`config.mk`:
```
export PLATFORM = sky130hd
export DESIGN_NAME = bp_tile_cfg_sequencer
export DESIGN_NICKNAME = d
export VERILOG_FILES = /design/src/rtl/bp_tile_cfg_sequencer.sv
export SDC_FILE = /design/constraint.sdc
export NUM_CORES = 1
export LEC_CHECK = 0
export CORE_ASPECT_RATIO = 0.8
export CORE_MARGIN = 2
export CORE_UTILIZATION = 40
export CTS_BUF_LIST = sky130_fd_sc_hd__clkbuf_16
export DETAILED_ROUTE_END_ITERATION = 10
export PLACE_DENSITY = 0.8
export SKIP_CTS_REPAIR_TIMING = 1
export SYNTH_ARGS = -nofsm -noshare
export SYNTH_HDL_FRONTEND = slang
export SYNTH_SLANG_ARGS = --single-unit
```
`constraint.sdc`:
```
create_clock -name clk_i -period 2.3 [get_ports clk_i]
set_input_delay 0.23 -clock clk_i [delete_from_list [all_inputs] [get_ports clk_i]]
set_output_delay 0.23 -clock clk_i [all_outputs]
set_load 0.02 [all_outputs]
```
`src/rtl/bp_tile_cfg_sequencer.sv`:
```
// rtl/bp_tile_cfg_sequencer.sv - boot-time config-bus sequencer that freezes, identifies and releases every core tile
module bp_tile_cfg_sequencer #(
    parameter int cc_x_dim_p       = 2,
    parameter int cc_y_dim_p       = 2,
    parameter int cfg_addr_width_p = 16,
    parameter int cfg_data_width_p = 64,
    parameter logic [cfg_addr_width_p-1:0] freeze_addr_p = 16'h0002,
    parameter logic [cfg_addr_width_p-1:0] hartid_addr_p = 16'h0004,
    parameter logic [cfg_addr_width_p-1:0] coord_addr_p  = 16'h0006,
    parameter int ack_timeout_p    = 255,
    localparam int num_core_lp     = cc_x_dim_p * cc_y_dim_p,
    localparam int core_w_lp       = (num_core_lp == 1) ? 1 : $clog2(num_core_lp)
) (
    input  logic                        clk_i,
    input  logic                        reset_i,
    input  logic                        start_i,
    output logic                        cfg_v_o,
    input  logic                        cfg_ready_i,
    output logic [core_w_lp-1:0]        cfg_core_o,
    output logic [cfg_addr_width_p-1:0] cfg_addr_o,
    output logic [cfg_data_width_p-1:0] cfg_data_o,
    input  logic                        cfg_ack_v_i,
    output logic                        busy_o,
    output logic                        done_o,
    output logic                        err_o
);

    localparam int tmr_w_lp = $clog2(ack_timeout_p + 1);
    localparam logic [core_w_lp-1:0] last_core_lp = core_w_lp'(num_core_lp - 1);
    localparam logic [tmr_w_lp-1:0]  last_tmr_lp  = tmr_w_lp'(ack_timeout_p - 1);

    typedef enum logic [1:0] {
        S_IDLE,
        S_SEND,
        S_WAIT,
        S_DONE
    } state_e;

    state_e                        state_q;
    logic [core_w_lp-1:0]          core_q;
    logic [1:0]                    reg_q;
    logic                          pass_q;
    logic [tmr_w_lp-1:0]           timer_q;
    logic                          err_q;
    logic [core_w_lp-1:0]          cfg_core_q;
    logic [cfg_addr_width_p-1:0]   cfg_addr_q;
    logic [cfg_data_width_p-1:0]   cfg_data_q;

    logic [core_w_lp-1:0]          core_d;
    logic [1:0]                    reg_d;
    logic                          pass_d;
    logic                          last_write;

    // Register address for a given pass / register slot; pass 1 only ever touches freeze.
    function automatic logic [cfg_addr_width_p-1:0] addr_of(input logic pass, input logic [1:0] rsel);
        addr_of = freeze_addr_p;
        if (!pass) begin
            case (rsel)
                2'd1:    addr_of = hartid_addr_p;
                2'd2:    addr_of = coord_addr_p;
                default: addr_of = freeze_addr_p;
            endcase
        end
    endfunction

    // Write data: freeze=1 / hart id / packed {y,x} in pass 0, freeze=0 in pass 1.
    function automatic logic [cfg_data_width_p-1:0] data_of(input logic pass,
                                                            input logic [core_w_lp-1:0] core,
                                                            input logic [1:0] rsel);
        int unsigned c_int;
        logic [7:0]  x8;
        logic [7:0]  y8;
        c_int = 32'(core);
        x8 = 8'(c_int % 32'(cc_x_dim_p));
        y8 = 8'(c_int / 32'(cc_x_dim_p));
        data_of = '0;
        if (!pass) begin
            case (rsel)
                2'd0:    data_of = cfg_data_width_p'(1);
                2'd1:    data_of = cfg_data_width_p'(core);
                2'd2:    data_of = cfg_data_width_p'({y8, x8});
                default: data_of = '0;
            endcase
        end
    endfunction

    // Position of the write that follows the current one, and whether the current one is final.
    always_comb begin
        core_d     = core_q;
        reg_d      = reg_q;
        pass_d     = pass_q;
        last_write = pass_q && (core_q == last_core_lp);
        if (pass_q) begin
            core_d = (core_q == last_core_lp) ? '0 : core_q + core_w_lp'(1);
        end else if (reg_q == 2'd2) begin
            reg_d = 2'd0;
            if (core_q == last_core_lp) begin
                core_d = '0;
                pass_d = 1'b1;
            end else begin
                core_d = core_q + core_w_lp'(1);
            end
        end else begin
            reg_d = reg_q + 2'd1;
        end
    end

    // Sequencer FSM: issue one write, wait for its ack (or time out), advance.
    always_ff @(posedge clk_i) begin
        if (reset_i) begin
            state_q    <= S_IDLE;
            core_q     <= '0;
            reg_q      <= '0;
            pass_q     <= 1'b0;
            timer_q    <= '0;
            err_q      <= 1'b0;
            cfg_core_q <= '0;
            cfg_addr_q <= '0;
            cfg_data_q <= '0;
        end else begin
            case (state_q)
                S_IDLE, S_DONE: begin
                    if (start_i) begin
                        state_q    <= S_SEND;
                        core_q     <= '0;
                        reg_q      <= '0;
                        pass_q     <= 1'b0;
                        timer_q    <= '0;
                        err_q      <= 1'b0;
                        cfg_core_q <= '0;
                        cfg_addr_q <= addr_of(1'b0, 2'd0);
                        cfg_data_q <= data_of(1'b0, '0, 2'd0);
                    end else if (cfg_ack_v_i && (state_q == S_DONE)) begin
                        // IDLE is only reachable through reset, where stale acks are dropped.
                        err_q <= 1'b1;
                    end
                end
                S_SEND: begin
                    if (cfg_ack_v_i) begin
                        err_q <= 1'b1;
                    end
                    if (cfg_ready_i) begin
                        state_q <= S_WAIT;
                        timer_q <= '0;
                    end
                end
                S_WAIT: begin
                    if (cfg_ack_v_i) begin
                        if (last_write) begin
                            state_q <= S_DONE;
                        end else begin
                            state_q    <= S_SEND;
                            core_q     <= core_d;
                            reg_q      <= reg_d;
                            pass_q     <= pass_d;
                            cfg_core_q <= core_d;
                            cfg_addr_q <= addr_of(pass_d, reg_d);
                            cfg_data_q <= data_of(pass_d, core_d, reg_d);
                        end
                    end else if (timer_q == last_tmr_lp) begin
                        err_q   <= 1'b1;
                        state_q <= S_DONE;
                    end else begin
                        timer_q <= timer_q + tmr_w_lp'(1);
                    end
                end
                default: state_q <= S_IDLE;
            endcase
        end
    end

    assign cfg_v_o    = (state_q == S_SEND);
    assign busy_o     = (state_q == S_SEND) || (state_q == S_WAIT);
    assign done_o     = (state_q == S_DONE);
    assign err_o      = err_q;
    assign cfg_core_o = cfg_core_q;
    assign cfg_addr_o = cfg_addr_q;
    assign cfg_data_o = cfg_data_q;

endmodule

```
==> results of run 1 <==
## layout make-up
type | instances | area share [%]
clock inverters | 1 | 0.2776
multi-input cells | 188 | 56.84
well taps | 57 | 3.956
clock buffers | 3 | 4.164
inverters | 7 | 1.457
flip-flops and latches | 21 | 23.32
repair buffers | 19 | 9.993
## logic make-up (layout without fill, tap and decap cells)
logic type	after synthesis	after routing	share of synthesized area, %
buf+inv	89	30	34.66
compound gates	39	39	14.78
flops	21	21	23.53
fa+ha+maj	7	7	4.902
other cells	1	75	0.2099
mux	6	6	3.361
simple gates	61	61	18.56
## synth_stat cells, types with 2 or more instances
master	instances
nand3b_1	2
and3_1	2
nand3_1	6
dfxtp_1	21
nor3_1	3
ha_1	7
buf_4	76
a31oi_1	3
a211oi_1	2
nor2b_1	4
clkbuf_1	6
nand4_1	6
nor2_1	6
mux2i_1	6
o21ai_0	6
a21oi_1	12
and2_1	3
nand2_1	15
nand2b_1	9
inv_1	7
o31ai_1	2
## layer usage
metal	vias up	global-route usage, %
li1	651	-
met1	586	16.10
met2	40	19.02
met3	2	3.390
met4	0	1.316
met5	-	0
## report_power, final
part / internal [mW] / switching (mW)
combinational: 0.138 / 0.298
sequential: 0.386 / 0.0165
clock: 0.233 / 0.130
total: 0.757 / 0.444
## layout by cell type (no fill, tap or decap), drive strengths merged, types with 2 or more instances in the layout
cell           Yosys  layout
buf               76       4
dfxtp             21      21
a211oi             2       2
nand2b             9       9
ha                 7       7
mux2i              6       6
clkbuf             6       3
nor3               3       3
inv                7       7
o31ai              2       2
o21ai              7       7
nand3              6       6
a31oi              3       3
a21oi             12      12
clkdlybuf4s50      0      15
nor2b              4       4
nor2               6       6
conb               1      75
nand3b             2       2
nand2             15      15
and3               2       2
and2               3       3
nand4              6       6
## flip-flops by register name (all words and copies together), names as in the netlist
name / cells
cfg_addr_o: 2
cfg_core_o: 2
cfg_data_o: 3
err_o: 1
pass_q: 1
reg_q: 2
state_q: 2
timer_q: 8
## path summary, 6_finish.rpt
kind	start	to	slack (ps)
max	state_q[0]	busy_o	290
min reg2reg	cfg_data_o[8]	cfg_data_o[8]	450
max reg2reg	state_q[0]	reg_q[1]	410
min	cfg_data_o[8]	cfg_data_o[8]	450
## critical path, delay by kind of cell, from the launching register on
| family | cells | cell delay, ps |
|---|---|---|
| buf+inv | 3 | 790 |
| flops | 1 | 380 |
| fa+ha+maj | 1 | 360 |
==> results_dict.tcl, run 1 <==
set metrics [dict create \
    die_x_um 78.72 \
    multi_input_area_mm2 0.001025 \
    dp_slack_ps 341.4 \
    drtPass1Iterations 4 \
    worstSetupEndpointType "output pin" \
    slew_viol_final 0 \
    cts_max_level 1 \
    fill_cells 433 \
    crit_type "flop to output pin" \
    vdd_drop_max_v 0.0003438 \
    holdWs_ps 453.0 \
    ys_seq_area_share_pct 23.53 \
    m1WireLength_um 1269 \
    synth-seq-cells 21 \
    critPathArrivalTime_ps 1780 \
    drive_above_1_share_pct 4.603 \
    dpl_cell_area_mm2 0.001723 \
    dp_hpwl_um 2320 \
    worst_path_most_repeated_cell "inv_1" \
    setup-tns-final_ps 0 \
    synthTopCellsByArea "buf_4, dfxtp_1, ha_1" \
    track_usage_pct 11.78 \
    place_inst 292 \
    antenna_found_initial 0 \
    clockBufferDepth 2 \
    r2r_cells 7 \
    period_share_pct 87.23 \
    hp-class "flop to flop" \
    initial_core_util_pct 42.24 \
    start_kind "flop" \
    grt_setup_unrepaired "false" \
    netlist.top_cell.by_area "buf_4" \
    rows 21 \
    status "finished clean" \
    utilization_pct 42.62 \
    drcViolationCount 0 \
    final_area_mm2 0.001803 \
    finalPower_mw 1.201 \
    vias 1279 \
    ys_types 41 \
    cts.sink_count 21 \
    ys_warn_count 0 \
    slowest_stage "clkdlybuf4s50_1" \
    required_ps 2070 \
    gp_congestion 0.8383 \
    setup_violations 0 \
    cts_buffers 3 \
    die_height_um 63.78 \
    synth-main-ff-cell "dfxtp_1" \
    fmax_mhz 498.4 \
    die-area_mm2 0.005021 \
    routed_via_density 4.321 \
    wirelength_um 2977 \
    syn_area_per_cell_um2 7.976 \
    ys_async_sr_fraction_pct 0 \
    diodes 0 \
    grt_pass1_vias 1058 \
    synth_area_mm2 0.001787 \
    nets 252 \
    grt-ovfl-total 0 \
    powerDensity_mw_per_mm2 666.0 \
    hold_viol 0 \
    root_buffer "clkbuf_16" \
    highest_layer "met4" \
    ant_nets 0 \
    clock_latency_ps 250 \
    synth_edf_count 0 \
    core-area_mm2 0.004230 \
    cts_tree "built" \
    synth_top_area_share_pct 31.93 \
    wl_per_cell_um 10.06 \
    drtIter0Drc 59 \
    syn_inst 224 \
    grt_first_pass_wirelength_um 4850 \
    io_pins 91 \
    numPortBuffers 15 \
    crit_chain "inv_1, ha_1, inv_1, clkdlybuf4s50_1" \
    skew_ps 1.922 \
    seq_area_um2 420.4 \
    finalCriticalPeriod_ps 2006 \
    wl_met2_um 1518 \
    maxCapViolCount 0 \
    slowest_delay_ps 600 \
    cp_max_fo 4 \
    whs_path_depth 2 \
    grt_max_degree 13 \
    finalNonFillerCells 296 \
    wl_met3_um 184 \
    setup_ws_ps 293.6 \
    syn_to_final_growth_pct 0.9104 \
    p_leak_nw 0.7733 \
    cts.clk_slew.worst_paths_ps 60 \
]
No activity file was read; power rests on OpenSTA's default activity.
==> inputs of run 2 (changes only) <==
Settings changed: CORE_MARGIN 2 to 4.
==> results_dict.tcl, run 2 (synthesis gave the netlist of run 1 again) <==
set metrics [dict create \
    cts_max_level 1 \
    status "finished clean" \
    fmax_mhz 503.0 \
    clock_latency_ps 250 \
    grt_first_pass_wirelength_um 4705 \
    root_buffer "clkbuf_16" \
    setup-tns-final_ps 0 \
    rows 21 \
    crit_chain "inv_1, ha_1, inv_1, clkdlybuf4s50_1" \
    skew_ps 2.346 \
    wirelength_um 3127 \
    ant_nets 0 \
    gp_congestion 0.8308 \
    routed_via_density 4.368 \
    crit_type "flop to output pin" \
    maxCapViolCount 0 \
    hp-class "flop to flop" \
    cts_buffers 3 \
    vdd_drop_max_v 0.0002849 \
    powerDensity_mw_per_mm2 668.4 \
    track_usage_pct 10.60 \
    setup_violations 0 \
    die-area_mm2 0.005607 \
    dpl_cell_area_mm2 0.001723 \
    io_pins 91 \
    die_height_um 67.78 \
    wl_met3_um 236 \
    crit_buf_inv 3 \
    cts.sink_count 21 \
    finalNonFillerCells 296 \
    grt_pass1_vias 1047 \
    core-area_mm2 0.004257 \
    slew_viol_final 0 \
    drtPass1Iterations 4 \
    numPortBuffers 15 \
    slowest_delay_ps 610 \
    cp_top_family "buffers and inverters" \
    grt-ovfl-total 0 \
    cts_tree "built" \
    largest_reg_flops 8 \
    worst_path_most_repeated_cell "inv_1" \
    worstSetupEndpointType "output pin" \
    slowest_stage "clkdlybuf4s50_1" \
    diodes 0 \
    final_common_cell "conb_1" \
    final_area_mm2 0.001803 \
    grt_max_degree 13 \
    place_inst 292 \
    wl_per_cell_um 10.56 \
    wl_met2_um 1592 \
    syn_to_final_growth_pct 0.9104 \
    die_x_um 82.72 \
    clockBufferDepth 2 \
    highest_layer "met3" \
    start_kind "flop" \
    initial_core_util_pct 41.98 \
    cts.clk_slew.worst_paths_ps 60 \
    p_leak_nw 0.7733 \
    drtIter0Drc 41 \
    cp_max_fo 4 \
    layout_common_cells "conb_1, dfxtp_1, nand2_1, clkdlybuf4s50_1, a21oi_1" \
    period_share_pct 86.44 \
    critPathArrivalTime_ps 1760 \
    regMostFlops "timer_q" \
    drive_above_1_share_pct 4.603 \
    hold_viol 0 \
    drcViolationCount 0 \
    grt_setup_unrepaired "false" \
    vias 1293 \
    m1WireLength_um 1299 \
    finalCriticalPeriod_ps 1988 \
    required_ps 2070 \
    dp_hpwl_um 2538 \
    antenna_found_initial 0 \
    nets 252 \
    fill_cells 438 \
]
-- run 2: cell counts in the layout (fill, tap and decap cells not counted) --
No cell type changed its count.
-- run 2: layout make-up --
class	count	area [µm²]	area share (%)
clock buffers	3	75.07	4.164
multi-input cells	188	1025	56.84
clock inverters	1	5.005	0.2776
flip-flops and latches	21	420.4	23.32
well taps	57	71.32	3.956
inverters	7	26.28	1.457
repair buffers	19	180.2	9.993
-- run 2: per-layer routing --
layer  vias to the layer above  GRT usage, %
li1                        645             -
met1                       600         13.36
met2                        48         18.00
met3                         0         3.600
met4                         0         1.224
met5                         -             0
-- run 2: stage by stage --
stage	hold WS [ps]	utilization, %	setup slack, ps	total power, mW
after floorplan	451.4	-	547.6	0.8262
after global placement	442.8	40.48	363.6	0.8337
after detailed placement	452.5	40.48	264.7	0.8395
after CTS	459.1	42.36	296.8	1.217
after global routing	482.2	42.36	218.9	1.281
final	454.8	42.36	311.9	1.205
-- run 2: worst reg2reg max path, cell delays in order, from the launching register on --
cell and delay [ps]:
dfxtp_1 380, inv_1 80, ha_1 340, nand2b_1 110
and3_1 260, or4b_1 450, a31oi_1 140
-- run 2: final timing paths --
kind	endpoint	slack, ps	depth (start not counted)	start
min reg2reg	cfg_data_o[1]	450	2	cfg_data_o[1]
max reg2reg	cfg_core_o[0]	470	6	state_q[0]
max	busy_o	310	4	state_q[0]
min	cfg_data_o[1]	450	2	cfg_data_o[1]
-- run 2: power by group --
part	switching (mW)	internal, mW
combinational	0.298	0.137
clock	0.135	0.233
sequential	0.0159	0.386
total	0.448	0.757
==> inputs of run 3 (changes only) <==
Settings changed: CAP_MARGIN set to 20.
==> results of run 3 <==
The final DEF is identical to that of run 2; final timing and power are the same.
